`src/rtl/dac_spi_tx_if.sv`:
```
// Sample handshake between the effects stage and the DAC serialiser.
// master = effects stage / sequencer, slave = dac_spi_tx.
interface dac_spi_tx_if;
  logic        start;
  logic [10:0] send_voltage;
  logic [9:0]  offset;
  logic        busy;
  logic        done;
  logic [9:0]  last_code;

  modport master (
    output start,
    output send_voltage,
    output offset,
    input  busy,
    input  done,
    input  last_code
  );

  modport slave (
    input  start,
    input  send_voltage,
    input  offset,
    output busy,
    output done,
    output last_code
  );
endinterface

```
`src/rtl/dac_spi_tx.sv`:
```
// Re-centres a sign-magnitude sample, clamps it to 10 bits and ships it
// to an MCP49x1-class SPI DAC, then strobes LDAC.
module dac_spi_tx #(
  parameter int         CLK_DIV = 4,
  parameter logic [3:0] CONFIG  = 4'b0011
) (
  input  logic        clk,
  input  logic        reset,
  dac_spi_tx_if.slave bus,
  output logic        sclk,
  output logic        mosi,
  output logic        cs_n,
  output logic        ldac_n
);

  localparam int DW =
    (CLK_DIV > 1) ? $clog2(CLK_DIV) : 1;
  localparam logic [DW-1:0] DIV_MAX =
    DW'(CLK_DIV - 1);

  typedef enum logic [2:0] {
    IDLE,
    SETUP,
    SHIFT,
    HOLD,
    LATCH
  } state_e;

  state_e      state_q, state_d;
  logic [DW-1:0] div_q, div_d;
  logic [4:0]  bit_q, bit_d;
  logic [14:0] rem_q, rem_d;
  logic [9:0]  code_q, code_d;
  logic        busy_q, busy_d;
  logic        done_q, done_d;
  logic        sclk_q, sclk_d;
  logic        mosi_q, mosi_d;
  logic        cs_n_q, cs_n_d;
  logic        ldac_n_q, ldac_n_d;

  logic [9:0]  mag;
  logic [10:0] sum;
  logic [10:0] diff;
  logic [9:0]  code_in;
  logic [15:0] frame_w;
  logic        div_last;

  // Both operands are < 1024, so bit 10 flags overflow / borrow.
  always_comb begin
    mag  = bus.send_voltage[9:0];
    sum  = {1'b0, bus.offset} + {1'b0, mag};
    diff = {1'b0, bus.offset} - {1'b0, mag};
    if (bus.send_voltage[10]) begin
      code_in = diff[10] ? 10'd0 : diff[9:0];
    end else begin
      code_in = sum[10] ? 10'h3ff : sum[9:0];
    end
    frame_w = {CONFIG, code_in, 2'b00};
  end

  assign div_last = (div_q == DIV_MAX);

  always_comb begin
    state_d  = state_q;
    div_d    = div_q;
    bit_d    = bit_q;
    rem_d    = rem_q;
    code_d   = code_q;
    busy_d   = busy_q;
    done_d   = 1'b0;
    sclk_d   = sclk_q;
    mosi_d   = mosi_q;
    cs_n_d   = cs_n_q;
    ldac_n_d = ldac_n_q;

    if (state_q != IDLE) begin
      div_d = div_last ? '0 : div_q + DW'(1);
    end

    unique case (state_q)
      IDLE: begin
        if (bus.start) begin
          state_d = SETUP;
          div_d   = '0;
          rem_d   = frame_w[14:0];
          code_d  = code_in;
          busy_d  = 1'b1;
          cs_n_d  = 1'b0;
          sclk_d  = 1'b0;
          mosi_d  = frame_w[15];
        end
      end
      SETUP: begin
        if (div_last) begin
          state_d = SHIFT;
          sclk_d  = 1'b1;
          bit_d   = '0;
        end
      end
      SHIFT: begin
        if (div_last) begin
          if (sclk_q) begin
            sclk_d = 1'b0;
            // mosi only moves on the falling edge
            if (bit_q != 5'd15) begin
              mosi_d = rem_q[14];
              rem_d  = {rem_q[13:0], 1'b0};
            end
          end else if (bit_q == 5'd15) begin
            state_d = HOLD;
            cs_n_d  = 1'b1;
            mosi_d  = 1'b0;
          end else begin
            bit_d  = bit_q + 5'd1;
            sclk_d = 1'b1;
          end
        end
      end
      HOLD: begin
        if (div_last) begin
          state_d  = LATCH;
          ldac_n_d = 1'b0;
        end
      end
      LATCH: begin
        if (div_last) begin
          state_d  = IDLE;
          ldac_n_d = 1'b1;
          busy_d   = 1'b0;
          done_d   = 1'b1;
        end
      end
      default: begin
        state_d = IDLE;
      end
    endcase
  end

  always_ff @(posedge clk or posedge reset) begin
    if (reset) begin
      state_q  <= IDLE;
      div_q    <= '0;
      bit_q    <= '0;
      rem_q    <= '0;
      code_q   <= '0;
      busy_q   <= 1'b0;
      done_q   <= 1'b0;
      sclk_q   <= 1'b0;
      mosi_q   <= 1'b0;
      cs_n_q   <= 1'b1;
      ldac_n_q <= 1'b1;
    end else begin
      state_q  <= state_d;
      div_q    <= div_d;
      bit_q    <= bit_d;
      rem_q    <= rem_d;
      code_q   <= code_d;
      busy_q   <= busy_d;
      done_q   <= done_d;
      sclk_q   <= sclk_d;
      mosi_q   <= mosi_d;
      cs_n_q   <= cs_n_d;
      ldac_n_q <= ldac_n_d;
    end
  end

  assign bus.busy      = busy_q;
  assign bus.done      = done_q;
  assign bus.last_code = code_q;
  assign sclk          = sclk_q;
  assign mosi          = mosi_q;
  assign cs_n          = cs_n_q;
  assign ldac_n        = ldac_n_q;

endmodule

```
`src/flat_wrapper.sv`:
```
// flat-port wrapper written by rule: the top's interface ports become plain ports
module dac_spi_tx_flat 
#(
  parameter int         CLK_DIV = 4,
  parameter logic [3:0] CONFIG  = 4'b0011
)
  (clk, reset, sclk, mosi, cs_n, ldac_n, bus_start, bus_send_voltage, bus_offset, bus_busy, bus_done, bus_last_code);
  dac_spi_tx_if bus_i ();
  input  logic clk;
  input  logic reset;
  output logic sclk;
  output logic mosi;
  output logic cs_n;
  output logic ldac_n;
  input wire logic [$bits(bus_i.start)-1:0] bus_start;
  input wire logic [$bits(bus_i.send_voltage)-1:0] bus_send_voltage;
  input wire logic [$bits(bus_i.offset)-1:0] bus_offset;
  output wire logic [$bits(bus_i.busy)-1:0] bus_busy;
  output wire logic [$bits(bus_i.done)-1:0] bus_done;
  output wire logic [$bits(bus_i.last_code)-1:0] bus_last_code;
  assign bus_i.start = bus_start;
  assign bus_i.send_voltage = bus_send_voltage;
  assign bus_i.offset = bus_offset;
  assign bus_busy = bus_i.busy;
  assign bus_done = bus_i.done;
  assign bus_last_code = bus_i.last_code;
  dac_spi_tx #(.CLK_DIV(CLK_DIV), .CONFIG(CONFIG)) u_core (.clk(clk), .reset(reset), .bus(bus_i), .sclk(sclk), .mosi(mosi), .cs_n(cs_n), .ldac_n(ldac_n));
endmodule
```
`config.mk`:
```
export PLATFORM = sky130hd
export DESIGN_NAME = dac_spi_tx_flat
export DESIGN_NICKNAME = d
export VERILOG_FILES = /design/src/rtl/dac_spi_tx_if.sv /design/src/rtl/dac_spi_tx.sv /design/src/flat_wrapper.sv
export SDC_FILE = /design/constraint.sdc
export NUM_CORES = 1
export LEC_CHECK = 0
export CORE_UTILIZATION = 50
export DETAILED_ROUTE_END_ITERATION = 7
export PLACE_DENSITY = 0.72
export SLEW_MARGIN = 20
export SYNTH_ARGS = -nofsm -noshare
export SYNTH_HDL_FRONTEND = slang
export SYNTH_SLANG_ARGS = --single-unit
```
`constraint.sdc`:
```
create_clock -name clk -period 4.09 [get_ports clk]
set_clock_uncertainty 0.2 [all_clocks]
set_input_delay 1.0225 -clock clk [delete_from_list [all_inputs] [get_ports clk]]
set_output_delay 1.0225 -clock clk [all_outputs]
set_load 0.005 [all_outputs]
```
==> flow_summary.json <==
{
  "synth_compound_area_share_pct": 25.8,
  "hold_path_class": "register to register",
  "fp.dieH_um": 78.4,
  "drt_wl_total_um": 6800,
  "synth_top_family_by_area": "compound AO/OA/AOI/OAI gates",
  "utilization_pct": 62.2,
  "ff2ff_path_depth": 8,
  "via_per_inst": 5.81,
  "post-route-period-util_pct": 89.6,
  "hold_violations": 0,
  "async_flop_share_pct": 100,
  "slew_headroom_pct": 40.1,
  "synth_edf_count": 0,
  "fmax_mhz": 273,
  "die_area_um2": 6150,
  "synth_warnings": 0,
  "post_cts_resize_count": 0,
  "layout_common_cells": "clkdlybuf4s50_1 (39), dfrtp_1 (37), nand2_1 (29)",
  "overflow": 0,
  "synth_mux_area_share_pct": 3.30,
  "fin_nets": 419,
  "htree_num_levels": 2,
  "synth_simple_gate_area_share_pct": 18.1,
  "io_pins": 40,
  "dr.first_iter.drc_count": 211,
  "grt.total_usage_pct": 24.6,
  "rr_endpoint": "u_core.bit_q[3]",
  "final.setup.tns_ns": 0,
  "dpl.hpwl_um": 5250,
  "vdd_drop_max_uv": 349,
  "clock_latency_ns": 0.30,
  "firstDrtPassIters": 4,
  "rrSetupSlack_ns": 1.36,
  "fin_crit_ns": 3.66,
  "grt_pass1_vias": 2428,
  "yosysSeqAreaShare_pct": 33.5,
  "pre_cts_ws_ns": 0.122,
  "ys_types": 64,
  "end_kind": "register",
  "port-buffer-count": 39,
  "grt_max_degree": 40,
  "syn_avg_cell_area_um2": 8.77,
  "hold_buffers": 0,
  "finalSetupViolations": 0,
  "layout_commonest_cell": "clkdlybuf4s50_1",
  "vias": 2572,
  "critPathKind": "primary input to register",
  "ys.flop_type": "dfrtp_1",
  "die_w_um": 78.4,
  "setup_ws_ns": 0.427,
  "synthCells": 333,
  "drive_above_1_share_pct": 9.97,
  "reg2reg_from": "u_core.bit_q[0]",
  "cp_data_required_time_ns": 4.12,
  "synth_seq_cells": 39,
  "fillers": 509,
  "min_path_cells": 1,
  "syn_area_um2": 2920,
  "cts_buffers": 5,
  "synthAdderAreaFrac_pct": 11.2,
  "hp-start": "u_core.bus.last_code[2]",
  "ant_nets": 0,
  "clockBufferDepth": 2,
  "cts_setup_buffers": 0,
  "maxSlewViolCount": 0,
  "drc_errors": 0,
  "worstHoldEndpoint": "u_core.bus.last_code[2]",
  "power_density_nw_per_um2": 463,
  "path_max_fanout": 5,
  "antenna_found_initial": 0,
  "cts_tree": "done",
  "p_leak_nw": 1.55,
  "area_growth_pct": 18.6,
  "max_cap_violations": 0,
  "rsz0062_at_grt": "no",
  "core_area_um2": 5570,
  "gp_congestion": 0.933,
  "place_inst": 435,
  "startpoint_type": "primary input",
  "worst_slew_pin_slew_ns": 0.891,
  "synth_nets": 382,
  "rows": 27,
  "fin_total_pwr_w": 0.00160,
  "cts_root_buf": "clkbuf_8",
  "layout.cells.non_filler": 443,
  "initial_core_util_pct": 52.4,
  "clkSlewWorstSetupHoldPaths_ns": 0.08,
  "wl_per_cell_um": 15.3,
  "status": "finished, final reports clean",
  "synth_xor_area_share_pct": 2.40,
  "grt_pass1_wl_um": 11700,
  "antenna_cells": 0,
  "cts_num_sinks": 39,
  "cp.arrival_ns": 3.70
}
report_power, final:
group	leakage, nW	switching, W	internal [W]
registers	0.478	0.000118	0.000530
logic	1.03	0.000361	0.000340
clock network	0.0412	0.000136	0.000119
state kept, by name (all words and copies together), names as in the netlist:
| signal | count |
|---|---|
| u_core.bus.done | 1 |
| u_core.mosi | 1 |
| u_core.ldac_n | 1 |
| u_core.state_q | 3 |
| u_core.sclk | 1 |
| u_core.bit_q | 5 |
| u_core.bus.busy | 1 |
| u_core.cs_n | 1 |
| u_core.div_q | 2 |
| u_core.bus.last_code | 10 |
| u_core.rem_q | 13 |
cell usage after synthesis, drive strengths merged (4+ instances only):
master  instances  area [um2]
nor2           27         101
clkbuf          6        22.5
nor3           11        55.1
mux2i           4        40.0
a21oi          29         149
nor2b           4        25.0
xnor2           7        61.3
inv            26        97.6
buf             9        45.0
dfrtp          37         926
nand3b          5        37.5
a21o            6        46.3
o21ai          26         138
mux2            5        56.3
o21a            5        37.5
nand2          29         109
or3             4        26.3
and3           11        70.1
o31ai           6        50.1
ha             23         288
worst max-delay path by stage:
stage                       start                       to  slack [ns]  cells past startpoint
floorplan           bus_offset[0]  u_core.bus.last_code[5]        0.84                      9
global placement    bus_offset[0]          u_core.rem_q[6]        0.18                     10
detailed placement  bus_offset[0]          u_core.rem_q[6]        0.12                     10
CTS                 bus_offset[0]          u_core.rem_q[6]        0.43                     10
global route        bus_offset[0]          u_core.rem_q[6]        0.28                     10
finish              bus_offset[0]          u_core.rem_q[6]        0.43                     10
layout make-up:
cell class / instances / area, um2 / area share, %
multi-input cells: 253 / 1780 / 51.3
flip-flops and latches: 39 / 978 / 28.2
repair buffers: 45 / 435 / 12.6
inverters: 26 / 97.6 / 2.82
well taps: 72 / 90.1 / 2.60
clock buffers: 6 / 72.6 / 2.09
clock inverters: 2 / 12.5 / 0.361
cell families after synthesis:
group	after synthesis
XOR/XNOR	8
adder cells (fa/ha/maj)	25
buffers and inverters	41
AND/OR/NAND/NOR	106
flip-flops	39
multiplexers	9
AO/OA/AOI/OAI	105
per-stage QoR:
step / instance area [um2] / hold slack, ns
2_1_floorplan: 2920 / 0.249
3_3_place_gp: 3380 / 0.263
3_5_place_dp: 3380 / 0.265
4_1_cts: 3460 / 0.283
5_1_grt: 3460 / 0.295
6_report: 3460 / 0.280
per-layer routing:
layer	global-route usage, %	routed length (um)
met1	37.7	3460
met2	35.5	2950
met3	4.07	330
met4	5.93	59
met5	0	0
worst max-delay path, cell delays in order:
cell and delay (ns):
clkdlybuf4s50_1 0.48, inv_1 0.05, ha_1 0.21, fa_1 0.37, and2b_4 0.27, o2111ai_4 0.14
a2111oi_4 0.52, o221ai_1 0.19, a21oi_1 0.28, a211o_1 0.15
(Power assumes the default switching activity.)
